===== src/rtl/key_switch_io.sv =====
`default_nettype none
// ============================================================================
// Module      : key_switch_io
// Description : Memory-mapped KEY/SW input device. Two-flop synchronizers,
//               per-group debounce, stable data registers and status
//               registers with sticky ready/overrun flags, served over a
//               simple address/read/write port with combinational read data.
// Revision    : 1.0 - initial release
// ============================================================================
module key_switch_io #(
  parameter int                DBITS           = 32,
  parameter int                DEBOUNCE_CYCLES = 100000,
  parameter int                CNT_BITS        = 17,
  parameter logic [DBITS-1:0]  ADDR_KDATA      = 32'hF0000010,
  parameter logic [DBITS-1:0]  ADDR_SDATA      = 32'hF0000014,
  parameter logic [DBITS-1:0]  ADDR_KCTRL      = 32'hF0000110,
  parameter logic [DBITS-1:0]  ADDR_SCTRL      = 32'hF0000114
) (
  input  logic             clk,
  input  logic             reset,
  input  logic [3:0]       KEY,
  input  logic [9:0]       SW,
  input  logic [DBITS-1:0] addr,
  input  logic             rdEn,
  input  logic             wrtEn,
  input  logic [DBITS-1:0] wrtData,
  output logic [DBITS-1:0] rdData,
  output logic             hit
);

  // Terminal count: a mismatch seen with the counter here is accepted.
  localparam logic [CNT_BITS-1:0] C_CNT_MAX = CNT_BITS'(DEBOUNCE_CYCLES - 1);

  // Synchronizer stages
  logic [3:0]          key_s1_q, key_s2_q;
  logic [9:0]          sw_s1_q,  sw_s2_q;

  // Debounce state
  logic [3:0]          key_stable_q, key_stable_d;
  logic [9:0]          sw_stable_q,  sw_stable_d;
  logic [CNT_BITS-1:0] key_cnt_q,    key_cnt_d;
  logic [CNT_BITS-1:0] sw_cnt_q,     sw_cnt_d;
  logic                key_evt_w,    sw_evt_w;

  // Status flags
  logic                key_rdy_q, key_rdy_d;
  logic                key_ovr_q, key_ovr_d;
  logic                sw_rdy_q,  sw_rdy_d;
  logic                sw_ovr_q,  sw_ovr_d;

  // Access decode
  logic                sel_kdata_w, sel_sdata_w, sel_kctrl_w, sel_sctrl_w;
  logic                access_w;
  logic                kdata_rd_w,  sdata_rd_w;
  logic                kctrl_clr_w, sctrl_clr_w;
  logic                w_unused_wrdata;

  // Only bit 2 of store data has meaning; the rest are deliberately ignored.
  assign w_unused_wrdata = ^{wrtData[DBITS-1:3], wrtData[1:0]};

  // ---------------------------------------------------------------------------
  // Address decode. A simultaneous read and write is treated as a write only,
  // so data-register reads are qualified with !wrtEn.
  // ---------------------------------------------------------------------------
  assign sel_kdata_w = (addr == ADDR_KDATA);
  assign sel_sdata_w = (addr == ADDR_SDATA);
  assign sel_kctrl_w = (addr == ADDR_KCTRL);
  assign sel_sctrl_w = (addr == ADDR_SCTRL);
  assign access_w    = rdEn | wrtEn;

  assign hit         = access_w & (sel_kdata_w | sel_sdata_w | sel_kctrl_w | sel_sctrl_w);

  assign kdata_rd_w  = rdEn & ~wrtEn & sel_kdata_w;
  assign sdata_rd_w  = rdEn & ~wrtEn & sel_sdata_w;
  assign kctrl_clr_w = wrtEn & sel_kctrl_w & ~wrtData[2];
  assign sctrl_clr_w = wrtEn & sel_sctrl_w & ~wrtData[2];

  // Read mux: data and status views of register state before the edge.
  always_comb begin
    rdData = '0;
    if (access_w) begin
      if (sel_kdata_w)      rdData = {{(DBITS-4){1'b0}}, ~key_stable_q};
      else if (sel_sdata_w) rdData = {{(DBITS-10){1'b0}}, sw_stable_q};
      else if (sel_kctrl_w) rdData = {{(DBITS-3){1'b0}}, key_ovr_q, 1'b0, key_rdy_q};
      else if (sel_sctrl_w) rdData = {{(DBITS-3){1'b0}}, sw_ovr_q, 1'b0, sw_rdy_q};
    end
  end

  // ---------------------------------------------------------------------------
  // Debounce next-state: count consecutive mismatching cycles, accept the new
  // value once the count reaches its terminal value, reset on any match.
  // ---------------------------------------------------------------------------
  assign key_evt_w = (key_s2_q != key_stable_q) && (key_cnt_q == C_CNT_MAX);
  assign sw_evt_w  = (sw_s2_q  != sw_stable_q)  && (sw_cnt_q  == C_CNT_MAX);

  // KEY group debounce next state
  always_comb begin
    key_stable_d = key_stable_q;
    key_cnt_d    = '0;
    if (key_s2_q != key_stable_q) begin
      if (key_evt_w) key_stable_d = key_s2_q;
      else           key_cnt_d    = key_cnt_q + 1'b1;
    end
  end

  // SW group debounce next state
  always_comb begin
    sw_stable_d = sw_stable_q;
    sw_cnt_d    = '0;
    if (sw_s2_q != sw_stable_q) begin
      if (sw_evt_w) sw_stable_d = sw_s2_q;
      else          sw_cnt_d    = sw_cnt_q + 1'b1;
    end
  end

  // ---------------------------------------------------------------------------
  // Flag next-state. A change event sets ready even if a read happens on the
  // same edge (the read returned the old value). Overrun is set only when an
  // unread value is overwritten; that set beats a clearing status write.
  // ---------------------------------------------------------------------------
  // KEY status flags next state
  always_comb begin
    key_rdy_d = key_rdy_q;
    key_ovr_d = key_ovr_q;
    if (key_evt_w)       key_rdy_d = 1'b1;
    else if (kdata_rd_w) key_rdy_d = 1'b0;
    if (key_evt_w && key_rdy_q && !kdata_rd_w) key_ovr_d = 1'b1;
    else if (kctrl_clr_w)                      key_ovr_d = 1'b0;
  end

  // SW status flags next state
  always_comb begin
    sw_rdy_d = sw_rdy_q;
    sw_ovr_d = sw_ovr_q;
    if (sw_evt_w)        sw_rdy_d = 1'b1;
    else if (sdata_rd_w) sw_rdy_d = 1'b0;
    if (sw_evt_w && sw_rdy_q && !sdata_rd_w) sw_ovr_d = 1'b1;
    else if (sctrl_clr_w)                    sw_ovr_d = 1'b0;
  end

  // Two-flop synchronizers; KEY idles high (active-low buttons).
  always_ff @(posedge clk or posedge reset) begin
    if (reset) begin
      key_s1_q <= 4'hF;
      key_s2_q <= 4'hF;
      sw_s1_q  <= '0;
      sw_s2_q  <= '0;
    end else begin
      key_s1_q <= KEY;
      key_s2_q <= key_s1_q;
      sw_s1_q  <= SW;
      sw_s2_q  <= sw_s1_q;
    end
  end

  // Debounce counters and stable registers; reset discards any pending change.
  always_ff @(posedge clk or posedge reset) begin
    if (reset) begin
      key_stable_q <= 4'hF;
      sw_stable_q  <= '0;
      key_cnt_q    <= '0;
      sw_cnt_q     <= '0;
    end else begin
      key_stable_q <= key_stable_d;
      sw_stable_q  <= sw_stable_d;
      key_cnt_q    <= key_cnt_d;
      sw_cnt_q     <= sw_cnt_d;
    end
  end

  // Sticky ready/overrun flags for both groups.
  always_ff @(posedge clk or posedge reset) begin
    if (reset) begin
      key_rdy_q <= 1'b0;
      key_ovr_q <= 1'b0;
      sw_rdy_q  <= 1'b0;
      sw_ovr_q  <= 1'b0;
    end else begin
      key_rdy_q <= key_rdy_d;
      key_ovr_q <= key_ovr_d;
      sw_rdy_q  <= sw_rdy_d;
      sw_ovr_q  <= sw_ovr_d;
    end
  end

endmodule
`default_nettype wire


===== config.mk =====
export PLATFORM = sky130hd
export DESIGN_NAME = key_switch_io
export DESIGN_NICKNAME = d
export VERILOG_FILES = /design/src/rtl/key_switch_io.sv
export SDC_FILE = /design/constraint.sdc
export NUM_CORES = 1
export LEC_CHECK = 0
export BUFFER_PORTS_ARGS = -buffer_cell sky130_fd_sc_hd__buf_2
export CORE_ASPECT_RATIO = 1.25
export CORE_MARGIN = 5
export CORE_UTILIZATION = 51
export DETAILED_ROUTE_END_ITERATION = 10
export GPL_ROUTABILITY_DRIVEN = 1
export PLACE_DENSITY_LB_ADDON = 0.2
export SLEW_MARGIN = 20
export SYNTH_ARGS = -nofsm -noshare
export SYNTH_HDL_FRONTEND = slang
export SYNTH_SLANG_ARGS = --single-unit

===== constraint.sdc =====
create_clock -name clk -period 3.19 [get_ports clk]
set_clock_uncertainty 0.1 [all_clocks]
set_input_delay 0.638 -clock clk [delete_from_list [all_inputs] [get_ports clk]]
set_output_delay 0.638 -clock clk [all_outputs]
set_load 0.005 [all_outputs]

==> impl_metrics.json, run 1 <==
{
  "drtIter0Drc": 69,
  "finalCriticalPeriod_ns": 2.90,
  "status": "completed",
  "synth_area_per_cell_sq_um": 11.0,
  "grt_pass1_vias": 2506,
  "worstPathArrival_ns": 2.16,
  "fin_tns_setup_ns": 0,
  "tightest_slew_ns": 0.746,
  "start_util_pct": 52.6,
  "ys_types": 43,
  "drive_gt1_share_pct": 27.2,
  "pre_cts_slack_ns": 0.323,
  "cts_buffers": 9,
  "grt_setup_unrepaired": "no",
  "final_area_sq_um": 4170,
  "dp_hpwl_um": 4800,
  "cp-start-kind": "input pin",
  "fin_ws_ns": 0.290,
  "layout_common_cells": "68 x dfrtp_1, 61 x buf_2, 47 x nor2_1, 35 x nand2_1, 25 x xor2_1",
  "finalSetupViolCount": 0,
  "synth-edff-count": 0,
  "cts_tree": "yes",
  "die_x_um": 85.9,
  "clock_path_buffers": 2,
  "post-cts-setup-buffers": 0,
  "fin_util_pct": 59.7,
  "maxSlewViolCount": 0,
  "fmax_mhz": 345,
  "antenna_found_initial": 0,
  "grt_max_degree": 37,
  "synth_cells": 334,
  "firstDrtPassIters": 4,
  "ios": 115,
  "crit_type": "input pin to primary output",
  "vias": 2444,
  "powerDensity_nw_per_um2": 506,
  "placed_area_sq_um": 3980,
  "slew_headroom_pct": 50.2,
  "ctsHoldBuffers": 0,
  "cp.required_ns": 2.45,
  "leakagePower_nw": 2.03,
  "syn_to_final_growth_pct": 13.5,
  "synth-warning-count": 0,
  "vdd_drop_max_mv": 0.353,
  "maxCapViolations": 0,
  "synthArstFlopShare_pct": 100,
  "endpoint_kind": "primary output",
  "final_common_cell": "dfrtp_1",
  "gp_congestion": 0.838,
  "clockRootBuffer": "clkbuf_8",
  "routed_wl_um": 6380,
  "clock_latency_ns": 0.34,
  "synth-seq-area-share_pct": 55.0,
  "hold_viol": 0,
  "synth_seq_cells": 80,
  "grt-ovfl-total": 0,
  "post_cts_resized": 0,
  "grt_pass1_wl_um": 11500,
  "register_area_sq_um": 2020,
  "core_area_sq_um": 6980,
  "clk_pin_slew_ns": 0.08,
  "post-route-period-util_pct": 90.9,
  "synth-main-ff-cell": "dfrtp_1",
  "htree_num_levels": 3,
  "die_h_um": 105,
  "hold_class": "register to register",
  "final_nets": 487,
  "clkSinkCount": 80,
  "fp.dieArea_sq_um": 9000,
  "io_buffer_count": 61,
  "num_antenna_cells": 0,
  "wl_per_cell_um": 12.8,
  "drt-vias-per-instance": 4.91,
  "drc_errors": 0,
  "multi_input_area_sq_um": 1480,
  "synth_area_sq_um": 3670,
  "cp_max_fo": 6,
  "p_total_mw": 2.11,
  "row_count": 34,
  "ant_nets": 0,
  "fillers": 600,
  "track_usage_pct": 15.8
}
[registers in the layout, indices dropped and copies added, names as in the netlist]
| signal | flops |
|---|---|
| key_ovr_q | 1 |
| sw_cnt_q | 17 |
| key_stable_q | 4 |
| key_s2_q | 4 |
| key_s1_q | 4 |
| sw_rdy_q | 1 |
| key_cnt_q | 17 |
| sw_s2_q | 10 |
| sw_ovr_q | 1 |
| sw_stable_q | 10 |
| sw_s1_q | 10 |
| key_rdy_q | 1 |
[layout make-up]
class	instances	area share [%]
clock buffers	9	2.97
clock inverters	7	1.50
inverters	8	0.721
multi-input cells	239	35.6
flip-flops and latches	80	48.4
well taps	90	2.70
repair buffers	65	8.05
[logic make-up after synthesis]
family | Yosys count | share of synthesized area [%]
mux | 9 | 2.69
simple gates | 148 | 21.6
xor+xnor | 44 | 10.5
compound gates | 14 | 2.69
flops | 80 | 55.0
other cells | 1 | 0.102
buf+inv | 36 | 6.75
fa+ha+maj | 2 | 0.682
[power by group]
| part | switching (mW) | internal, mW |
|---|---|---|
| Sequential | 0.0906 | 1.11 |
| Combinational | 0.113 | 0.103 |
| Clock | 0.391 | 0.299 |
| Total | 0.595 | 1.51 |
[path summary, 6_finish.rpt]
path	cells after the start	to	slack (ns)	from
hold reg to reg	0	sw_s2_q[3]	0.25	sw_s1_q[3]
setup reg to reg	5	sw_cnt_q[6]	0.93	sw_cnt_q[12]
hold / removal	0	sw_s2_q[3]	0.25	sw_s1_q[3]
min in group asynchronous	2	key_cnt_q[3]	0.31	reset
max in group asynchronous	3	key_s1_q[1]	1.84	reset
setup / recovery	8	rdData[6]	0.29	addr[6]
[critical path, cell delays in order]
cell	delay (ns)
buf_2	0.10
nor4_1	0.31
nand4_1	0.16
or2_1	0.28
nor4_2	0.25
buf_4	0.18
and2_1	0.13
buf_2	0.11
[Yosys cell counts, types with 3 or more instances]
cell      number  share of area [%]
buf_4         23                4.7
and3_1         4               0.68
dfstp_2       12                8.6
nand2_1       35                3.6
mux2_2         7                2.1
nor4_1         7                1.2
nor4b_1        3               0.72
xor2_1        25                6.0
or2_1          3               0.51
inv_1          7               0.72
and4_1         5                1.2
dfrtp_1       68                 46
a21oi_1        3               0.41
a211oi_1       4               0.82
nand3_1       10                1.4
and2_1         7                1.2
xnor2_1       19                4.5
nor2_1        47                4.8
nand4_1       12                2.0
[through the flow]
| stage | hold slack [ns] | std cells |
|---|---|---|
| floorplan | 0.231 | 355 |
| global placement | 0.232 | 482 |
| detailed placement | 0.236 | 482 |
| CTS | 0.255 | 498 |
| global route | 0.264 | 498 |
| finish | 0.253 | 498 |
[metal layers]
| metal | vias up | part of all wire, % | track usage [%] |
|---|---|---|---|
| met3 | 7 | 4.0 | 4.09 |
| met5 | - | 0 | 0 |
| met4 | 0 | 1.2 | 5.43 |
| met2 | 40 | 53 | 25.9 |
| met1 | 1173 | 42 | 20.3 |
| li1 | 1224 | - | - |
Power figures use the tool's default switching activity.
==> run 2, diff against run 1 <==
--- a/config.mk
+++ b/config.mk
@@ -5,11 +5,11 @@
 export SDC_FILE = /design/constraint.sdc
 export NUM_CORES = 1
 export LEC_CHECK = 0
-export BUFFER_PORTS_ARGS = -buffer_cell sky130_fd_sc_hd__buf_2
 export CORE_ASPECT_RATIO = 1.25
 export CORE_MARGIN = 5
-export CORE_UTILIZATION = 51
+export CORE_UTILIZATION = 52
 export DETAILED_ROUTE_END_ITERATION = 10
+export DONT_BUFFER_PORTS = 1
 export GPL_ROUTABILITY_DRIVEN = 1
 export PLACE_DENSITY_LB_ADDON = 0.2
 export SLEW_MARGIN = 20
==> run 2 against run 1 <==
  * Wire length about the same
  * Largest power group unchanged
  * Die area down 1.7%
  * Via count down 7.9%
==> impl_metrics.json, run 2 (same netlist as run 1, synthesis figures left out) <==
{
  "status": "completed",
  "maxSlewViolCount": 0,
  "hold_viol": 0,
  "start_util_pct": 52.9,
  "finalSetupViolCount": 0,
  "post-route-period-util_pct": 84.4,
  "fin_util_pct": 55.9,
  "drive_gt1_share_pct": 14.4,
  "endpoint_kind": "primary output",
  "ctsHoldBuffers": 0,
  "fmax_mhz": 371,
  "slew_headroom_pct": 59.2,
  "fp.dieArea_sq_um": 8850,
  "firstDrtPassIters": 6,
  "p_clk_share_pct": 35.5,
  "reg2reg_slack_ns": 0.96,
  "dp_hpwl_um": 4720,
  "syn_to_final_growth_pct": 5.63,
  "grt_setup_unrepaired": "no",
  "power.net_switching_mw": 0.584,
  "post_cts_resized": 0,
  "gp_congestion": 0.805,
  "hold_class": "input pin to asynchronous set/reset pin",
  "vias": 2250,
  "reg_top3": "key_cnt_q x17, sw_cnt_q x17",
  "num_antenna_cells": 0,
  "drc_errors": 0,
  "rr_endpoint": "sw_cnt_q[5]",
  "cts_buffers": 9,
  "clock_latency_ns": 0.35,
  "antenna_found_initial": 0,
  "maxCapViolations": 0,
  "switching_share_pct": 27.2,
  "io_buffer_count": 0,
  "layout_common_cells": "68 x dfrtp_1, 47 x nor2_1, 35 x nand2_1, 25 x xor2_1, 22 x conb_1",
  "drtIter0Drc": 51,
  "drt-vias-per-instance": 5.15,
  "die_x_um": 85.1,
  "fin_tns_setup_ns": 0,
  "routed_wl_um": 6370,
  "post-cts-setup-buffers": 0,
  "finalCriticalPeriod_ns": 2.69,
  "critPathLaunch": "addr[25]",
  "htree_num_levels": 3,
  "clkSinkCount": 80,
  "grt_pass1_wl_um": 10900,
  "critPathCapture": "rdData[0]",
  "cp-start-kind": "input pin",
  "cp.required_ns": 2.45,
  "die_h_um": 104,
  "core_area_sq_um": 6930,
  "wl_per_cell_um": 14.6,
  "p_seq_share_pct": 56.0,
  "cts_tree": "yes",
  "powerDensity_nw_per_um2": 553,
  "final_common_cell": "dfrtp_1",
  "tightest_slew_ns": 0.605,
  "timing.rr.start": "sw_cnt_q[0]",
  "hold_ws_ns": 0.0512,
  "fillers": 633,
  "vdd_drop_max_mv": 0.341,
  "row_count": 34,
  "worstPathArrival_ns": 1.96,
  "reg2regPathDepth": 6,
  "ios": 115,
  "cp_max_fo": 5,
  "p_int_mw": 1.56,
  "final_nets": 426,
  "pwr-share-comb_pct": 8.5,
  "ant_nets": 0,
  "clock_path_buffers": 2,
  "grt_max_degree": 30,
  "crit_type": "input pin to primary output",
  "track_usage_pct": 15.4,
  "clk_pin_slew_ns": 0.09,
  "clockRootBuffer": "clkbuf_8",
  "leakagePower_nw": 1.78,
  "grt-ovfl-total": 0,
  "grt_pass1_vias": 2325
}
## run 2: cell types whose count changed in the layout (fill, tap and decap cells not counted)
cell       previous run  this run
inv_2                 2         1
clkinv_4              2         1
bufinv_16             0         1
inv_8                 1         0
clkinv_2              0         2
buf_2                61         0
## run 2: worst min-delay path by stage
stage	from	end	slack, ns	cells past startpoint
2_1_floorplan	sw_s1_q[0]	sw_s2_q[0]	0.23	0
3_3_place_gp	sw_s1_q[7]	sw_s2_q[7]	0.23	0
3_5_place_dp	sw_s1_q[2]	sw_s2_q[2]	0.24	0
4_1_cts	reset	sw_cnt_q[14]	0.05	1
5_1_grt	reset	sw_cnt_q[14]	0.07	1
6_report	reset	sw_cnt_q[14]	0.05	1
## run 2: area by class of cell
cell class	count	area [sq um]	area share, %
Clock inverter	7	77.6	2.00
Multi-Input combinational cell	239	1480	38.3
Inverter	8	31.3	0.807
Tap cell	90	113	2.91
Timing Repair Buffer	4	30.0	0.775
Sequential cell	80	2020	52.0
Clock buffer	9	124	3.20
## run 2: worst max-delay path, cell delays in order
cell	delay [ns]
nor4b_1	0.29
nand4_1	0.14
nor2_1	0.20
o21ai_0	0.27
a211oi_1	0.42
## run 2: metrics by stage
| stage | worst slack (ns) | power (mW) | area [sq um] | std cells |
|---|---|---|---|---|
| floorplan | 0.420 | 1.38 | 3750 | 355 |
| global placement | 0.498 | 1.39 | 3670 | 421 |
| detailed placement | 0.415 | 1.41 | 3670 | 421 |
| CTS | 0.428 | 2.17 | 3880 | 437 |
| global route | 0.257 | 2.26 | 3880 | 437 |
| finish | 0.496 | 2.15 | 3880 | 437 |
## run 2: power by group through the flow
| stage | Combinational, mW | Sequential (mW) | Clock (mW) |
|---|---|---|---|
| finish | 0.183 | 1.20 | 0.761 |
| global placement | 0.177 | 1.22 | 0 |
| detailed placement | 0.186 | 1.22 | 0 |
| CTS | 0.188 | 1.20 | 0.779 |
| floorplan | 0.180 | 1.20 | 0 |
| global route | 0.218 | 1.22 | 0.824 |
## run 2: routing by layer
layer	vias up	wire, um	share of wire [%]	GRT usage, %
met2	44	3240	51	24.9
li1	1095	-	-	-
met4	0	199	3.1	7.47
met1	1095	2640	41	18.6
met5	-	0	0	0
met3	16	299	4.7	4.68
